$ cat src/rtl/alarm_ctrl.sv
// alarm_ctrl: alarm time compare with edit keys, bounded ringing, snooze and stop
module alarm_ctrl #(
    parameter int ALARM_H_INIT = 7,
    parameter int ALARM_M_INIT = 0,
    parameter int RING_SEC     = 60,
    parameter int SNOOZE_SEC   = 300
) (
    input  logic       clk,
    input  logic       rst,
    input  logic       tick_1hz,
    input  logic [4:0] hour,
    input  logic [5:0] minute,
    input  logic [5:0] second,
    input  logic       en,
    input  logic       set_mode,
    input  logic       key_hr,
    input  logic       key_min,
    input  logic       key_stop,
    input  logic       key_snooze,
    output logic [4:0] alarm_hour,
    output logic [5:0] alarm_min,
    output logic [1:0] state,
    output logic       ringing,
    output logic       buzz
);
    localparam int RW = RING_SEC > 1 ? $clog2(RING_SEC) : 1;
    localparam int SW = SNOOZE_SEC > 1 ? $clog2(SNOOZE_SEC) : 1;
    typedef enum logic [1:0] {IDLE = 2'd0, RING = 2'd1, SNOOZE = 2'd2} state_t;
    state_t        r_state;
    logic [4:0]    r_alarm_h;
    logic [5:0]    r_alarm_m;
    logic          r_ringing;
    logic          r_buzz;
    logic          r_match_q;
    logic [3:0]    r_key_q;
    logic [RW-1:0] r_ring_cnt;
    logic [SW-1:0] r_snz_cnt;
    logic [3:0]    w_edge;
    logic          w_match;
    logic          w_trig;
    logic          w_ring_tick;
    logic          w_snz_tick;
    logic          w_to_idle;
    logic          w_to_ring;
    // w_edge bits: {stop, snooze, min, hr}
    assign w_edge      = {key_stop, key_snooze, key_min, key_hr} & ~r_key_q;
    assign w_match     = (hour == r_alarm_h) && (minute == r_alarm_m) && (second == 6'd0);
    assign w_trig      = w_match && !r_match_q;
    assign w_ring_tick = (r_state == RING) && tick_1hz;
    assign w_snz_tick  = (r_state == SNOOZE) && tick_1hz;
    // a snooze edge outranks the timeout tick, so the expiring tick only idles without it
    assign w_to_idle   = !en || set_mode || w_edge[3] ||
                         (w_ring_tick && !w_edge[2] && r_ring_cnt == RW'(RING_SEC - 1));
    assign w_to_ring   = ((r_state == IDLE) && w_trig) ||
                         (w_snz_tick && r_snz_cnt == SW'(SNOOZE_SEC - 1));
    always_ff @(posedge clk) begin
        if (rst) begin
            r_state    <= IDLE;
            r_alarm_h  <= 5'(ALARM_H_INIT);
            r_alarm_m  <= 6'(ALARM_M_INIT);
            r_ringing  <= 1'b0;
            r_buzz     <= 1'b0;
            r_match_q  <= 1'b1;
            r_key_q    <= 4'hf;
            r_ring_cnt <= '0;
            r_snz_cnt  <= '0;
        end else begin
            r_key_q   <= {key_stop, key_snooze, key_min, key_hr};
            r_match_q <= w_match;
            if (set_mode && w_edge[0])
                r_alarm_h <= (r_alarm_h == 5'd23) ? 5'd0 : r_alarm_h + 5'd1;
            if (set_mode && w_edge[1])
                r_alarm_m <= (r_alarm_m == 6'd59) ? 6'd0 : r_alarm_m + 6'd1;
            if (w_to_idle) begin
                r_state    <= IDLE;
                r_ringing  <= 1'b0;
                r_buzz     <= 1'b0;
                r_ring_cnt <= '0;
                r_snz_cnt  <= '0;
            end else if (r_state == RING && w_edge[2]) begin
                r_state   <= SNOOZE;
                r_ringing <= 1'b0;
                r_buzz    <= 1'b0;
                r_snz_cnt <= '0;
            end else if (w_to_ring) begin
                r_state    <= RING;
                r_ringing  <= 1'b1;
                r_buzz     <= 1'b1;
                r_ring_cnt <= '0;
                r_snz_cnt  <= '0;
            end else if (w_ring_tick) begin
                r_ring_cnt <= r_ring_cnt + RW'(1);
                r_buzz     <= !r_buzz;
            end else if (w_snz_tick) begin
                r_snz_cnt <= r_snz_cnt + SW'(1);
            end
        end
    end
    assign alarm_hour = r_alarm_h;
    assign alarm_min  = r_alarm_m;
    assign state      = r_state;
    assign ringing    = r_ringing;
    assign buzz       = r_buzz;
endmodule

$ cat config.mk
export PLATFORM = sky130hd
export DESIGN_NAME = alarm_ctrl
export DESIGN_NICKNAME = d
export VERILOG_FILES = /design/src/rtl/alarm_ctrl.sv
export SDC_FILE = /design/constraint.sdc
export NUM_CORES = 1
export LEC_CHECK = 0
export CORE_MARGIN = 4
export CORE_UTILIZATION = 44
export CTS_CLUSTER_DIAMETER = 150
export DETAILED_ROUTE_END_ITERATION = 10
export PLACE_DENSITY = 0.83
export SLEW_MARGIN = 10
export SYNTH_ARGS = -nofsm -noshare
export SYNTH_HDL_FRONTEND = slang
export SYNTH_SLANG_ARGS = --single-unit
$ cat constraint.sdc
create_clock -name clk -period 1.45 [get_ports clk]
set_input_delay 0.145 -clock clk [delete_from_list [all_inputs] [get_ports clk]]
set_output_delay 0.145 -clock clk [all_outputs]
set_load 0.01 [all_outputs]
# ---- Word-level counts from Yosys, hierarchy flattened
# Index checks and enable logic that the tools add are counted.
dict set report op_classes {
  add_sub_neg 4
  eq_ne 8
  reduce_logical 29
  n_mux 8
  bitwise_logic 4
}
# operator n
set ops {}
lappend ops {{2-to-1 mux 6 bit} 3}
lappend ops {{adder 6 x 1 -> 6 bit (second input constant)} 2}
lappend ops {{== test 6 bit (second input constant)} 2}
lappend ops {{logical AND 1 bit} 12}
lappend ops {{adder 9 x 1 -> 9 bit (second input constant)} 1}
lappend ops {{== test 9 bit (second input constant)} 1}
lappend ops {{== test 6 bit} 1}
lappend ops {{logical NOT 6 bit} 1}
lappend ops {{adder 5 x 1 -> 5 bit (second input constant)} 1}
lappend ops {{== test 5 bit} 1}
lappend ops {{== test 5 bit (second input constant)} 1}
lappend ops {{2-to-1 mux 5 bit} 1}
lappend ops {{bitwise AND 4 bit} 1}
lappend ops {{logical NOT 1 bit} 4}
lappend ops {{logical OR 1 bit} 4}
lappend ops {{2-to-1 mux 2 bit} 2}
lappend ops {{inverter 4 bit} 1}
lappend ops {{AND reduction 2 bit} 2}
lappend ops {{nonzero test 2 bit} 2}
lappend ops {{OR reduction 4 bit} 1}
lappend ops {{OR reduction 3 bit} 1}
lappend ops {{== test 2 x 1 -> 1 bit (second input constant)} 1}
lappend ops {{== test 2 bit (second input constant)} 1}
lappend ops {{logical NOT 2 bit} 1}
lappend ops {{other kinds (3)} 5}
dict set report word_totals {
  in_bits 26
  register_bits 34
  output_inout_bits 15
  wordCells 62
}

# ---- Depth between registers and ports, before layout
dict set report logic_depth {
  depth_word 8
  depth_mapped 6
  ltp_nobuf 6
}

# ---- Worst setup path after synthesis
# Ideal clock, no wire load.
dict set report synth_path {
  path_type {reg-to-reg}
  from {register r_alarm_m[3] (netlist: alarm_min[3])}
  to {register r_snz_cnt[0]}
  required_time_ps 1325
  setup_slack_ps -165
  synth_period_minus_slack_ps 1615
  setup_time_ps 125
  arrival_ps 1491
  stages_incl_launch_ff 7
  cell_sequence {dfxtp_1 > buf_2 > xor2_1 > nor4_4 > nand4_4 > o211ai_4 > nor2_1}
}
dict set report synth_between {
  elab_chain_cells 7
}
# element line_no
set synth_lines {}
lappend synth_lines {{start: declaration} 31} ;# logic [5:0] r_alarm_m;
lappend synth_lines {{start signal: assignment} 60} ;# r_alarm_m <= 6'(ALARM_M_INIT);
lappend synth_lines {{start signal: assignment} 73} ;# r_alarm_m <= (r_alarm_m == 6'd59) ? 6'd0 : r_alarm_m + 6'd1;
lappend synth_lines {{== test 6 bit} 47} ;# assign w_match = (hour == r_alarm_h) && (minute == r_alarm_m) && (second == 6'd0);
lappend synth_lines {{logical AND 1 bit (2 in a row)} 47}
lappend synth_lines {{logical AND 1 bit} 48} ;# assign w_trig = w_match && !r_match_q;
lappend synth_lines {{logical AND 1 bit} 54} ;# assign w_to_ring = ((r_state == IDLE) && w_trig) ||
lappend synth_lines {{logical OR 1 bit} 54}
lappend synth_lines {{OR reduction 4 bit (no source line)} n/a}
lappend synth_lines {{end signal: assignment} 95} ;# r_snz_cnt <= r_snz_cnt + SW'(1);
lappend synth_lines {{end: declaration} 37} ;# logic [SW-1:0] r_snz_cnt;
# Every way passes these cells.
# A chain may end at the register's enable or synchronous reset.

# ---- Final worst setup path
dict set report layout_path {
  from {register r_alarm_m[1] (netlist: alarm_min[1])}
  to {register r_snz_cnt[1]}
}
# Same word-level chain as after synthesis.

==> out/qor.yml <==
crit_fanout: 8
grt_pass1_vias: 1513
routed_wl_um: 4152
powerDensity_nw_per_um2: 701.5
finalSetupViolCount: 18
ys_seq_area_share_pct: 38.83
ys.flop_type: "dfxtp_1"
synth_top_area_share_pct: 38.83
numPortBuffers: 40
cpMaxStageDelayCell: "dfxtp_2"
yosysTopAreaCell: "dfxtp_1"
syn_area_sq_um: 1753
synthSimpleGateAreaFrac_pct: 28.34
rsz0062_at_grt: "yes"
synth_edf_count: 0
clk_pin_slew_ns: 0.07
internal_power_w: 0.001388
max-cap-violations: 0
ys_ff_latch: 34
cp.arrival_ns: 1.75
cts_buffers: 5
pwr-share-seq_pct: 52.4
fp.dieW_um: 71.12
hold_viol: 0
outcome: "finished, violations left"
route.detailed.drc: 0
hpwl_um: 2936
die_h_um: 71.12
synthCells: 189
fin_area_sq_um: 2584
synth_compound_area_share_pct: 13.56
yosysMostFrequentCell: "dfxtp_1"
area_growth_pct: 47.39
synth_top_family_by_area: "simple AND/OR/NAND/NOR gates"
ff_latch_area_sq_um: 698.2
drt_iter0_drc: 65
muxShareOfSynthArea_pct: 1.713
drtPass1Iterations: 4
fin_nets: 288
syn-num-nets: 219
cts_buffer_depth: 2
power_leakage_nw: 1.074
p_switching_w: 0.0004250
slew_headroom_pct: 70.34
multi_input_comb_area_sq_um: 1134
combPwrFrac_pct: 10.7
diodes: 0
synthTopCellsByCount: "34 x dfxtp_1, 23 x nor2_1, 18 x xor2_1, 11 x a21oi_1"
ir_drop_mv: 0.4781
violations: "negative setup slack"
clock-sinks: 34
clock_latency_ns: 0.29
swShare_pct: 23.45
min-delay-path-class: "primary input to flop"
htreeDepth: 2
grt_first_pass_wirelength_um: 6693
drv_slew: 0
p_clk_share_pct: 36.9
grt.overflow.total: 0
ys_warn_count: 0
synth_xor_area_share_pct: 12.49
ys_top_cells_by_area: "dfxtp_1 39%, xor2_1 9.0%, nor2_1 4.9%"
ios: 41
place_area_sq_um: 2410
core_area_sq_um: 3744
async_flop_share_pct: 0
cp_cell_sequence: "xor2_1 -> nor4_4 -> nand4_4 -> o211ai_4 -> nor2_1"
period_share_pct: 109.0
root_buffer: "clkbuf_8"
fillers: 306
synth_cell_types: 47
cts_tree: "built"
num_rows: 22
vias: 1598
critPathRequiredTime_ns: 1.62
whs_ns: 0.4459
cp_slowest_stage_delay_ns: 0.34
fin_worst_skew_ns: 0.01083
grt_use_total_pct: 16.56
via_per_inst: 5.205
timing.final.ws_setup_ns: -0.1304
holdBufCountCts: 0
drive_gt1_share_pct: 26.25
start_util_pct: 46.82
dieArea_sq_um: 5058
grt_max_degree: 15
max_freq_ghz: 0.6327
criticalPathCategory: "flop to flop"
synth_fa_ha_area_share_pct: 2.855
antenna_found_initial: 0
avgSynthCellArea_sq_um: 9.275
tightestPinTransition_ns: 0.4450
gp_congestion: 0.8250
period_minus_slack_ns: 1.580
crit_path_end_kind: "flop"
crit_path_start_kind: "flop"
wl_per_cell_um: 13.52
setup_tns_ns: -1.715
ant_nets: 0
worst max-delay path, delay by kind of cell (launching register included):
kind | cells | cell delay, ns
xor+xnor | 1 | 0.19
flops | 1 | 0.34
simple gates | 3 | 0.64
compound gates | 1 | 0.29
power groups by stage:
stage                     clock (W)  combinational [W]  sequential (W)
after global routing       0.000734           0.000207        0.000951
after CTS                  0.000687           0.000187        0.000950
final                      0.000668           0.000194        0.000951
after floorplan                   0          0.0000697        0.000977
after detailed placement          0           0.000189        0.000973
after global placement            0           0.000185        0.000973
flip-flops by register name, summed over array words and instances (netlist names):
register	count
alarm_hour	5
state	1
ringing	1
r_key_q	4
buzz	1
r_match_q	1
r_snz_cnt	9
r_ring_cnt	6
alarm_min	6
per-layer routing:
metal,track usage [%],routed length (um),up-vias
met5,0,0,-
met4,6.889,68,0
met3,6.534,304,7
met2,25.54,1896,55
met1,20.53,1884,718
li1,-,-,818
timing repair:
item | CTS | global route
cloned | 1 | 0
endpoints found under the hold margin | 0 | 0
resized for setup | 19 | 14
endpoints found under the setup margin | 30 | 26
pin swaps | 8 | 8
setup buffers | 0 | 1
cells by family after synthesis:
kind of cell    count (synthesis)
compound gates                 34
xor+xnor                       25
fa+ha+maj                       4
buf+inv                         9
flops                          34
mux                             3
simple gates                   80
layout make-up:
| cell class | count | area share, % |
|---|---|---|
| Clock buffer | 6 | 2.809 |
| Clock inverter | 2 | 0.3874 |
| Inverter | 2 | 0.2906 |
| Multi-Input combinational cell | 147 | 43.87 |
| Sequential cell | 34 | 27.02 |
| Tap cell | 48 | 2.324 |
| Timing Repair Buffer | 68 | 23.29 |
metrics by stage:
stage / power [W] / instances / worst slack, ns / utilization (%)
finish: 0.001813 / 307 / -0.1304 / 69.02
global route: 0.001891 / 307 / -0.2080 / 69.02
CTS: 0.001824 / 306 / -0.1645 / 67.05
detailed placement: 0.001161 / 297 / -0.5371 / 64.37
global placement: 0.001158 / 297 / -0.5036 / 64.37
floorplan: 0.001047 / 189 / -0.05371 / -
worst paths after layout:
path                 startpoint             to  slack (ns)  depth (start not counted)
setup / recovery   alarm_min[1]   r_snz_cnt[1]       -0.13                          5
hold / removal       key_snooze     r_key_q[2]        0.45                          2
setup reg to reg   alarm_min[1]   r_snz_cnt[1]       -0.13                          5
hold reg to reg   r_ring_cnt[4]  r_ring_cnt[4]        0.51                          2
placed cells by master, fill, tap and decap left out, types with 3 or more instances in the layout:
| master | Yosys | layout |
|---|---|---|
| clkdlybuf4s50_1 | 0 | 24 |
| nand4_1 | 3 | 3 |
| o211ai_1 | 3 | 3 |
| and3_1 | 3 | 3 |
| o21a_1 | 3 | 3 |
| nor4_4 | 1 | 3 |
| clkbuf_8 | 0 | 5 |
| dlygate4sd2_1 | 0 | 13 |
| nor3b_1 | 3 | 3 |
| o21ai_0 | 3 | 3 |
| ha_1 | 4 | 4 |
| nor3_1 | 5 | 4 |
| mux2i_1 | 3 | 3 |
| dlymetal6s2s_1 | 0 | 3 |
| xnor2_1 | 7 | 7 |
| nand3_1 | 5 | 4 |
| xor2_1 | 18 | 17 |
| a21oi_1 | 11 | 9 |
| or2_2 | 6 | 5 |
| dfxtp_2 | 0 | 8 |
| dfxtp_1 | 34 | 24 |
| nor2_1 | 23 | 23 |
| buf_4 | 1 | 28 |
| and3b_1 | 3 | 3 |
| nand2_1 | 7 | 7 |
Note: power is estimated with default switching activity, not from simulation.
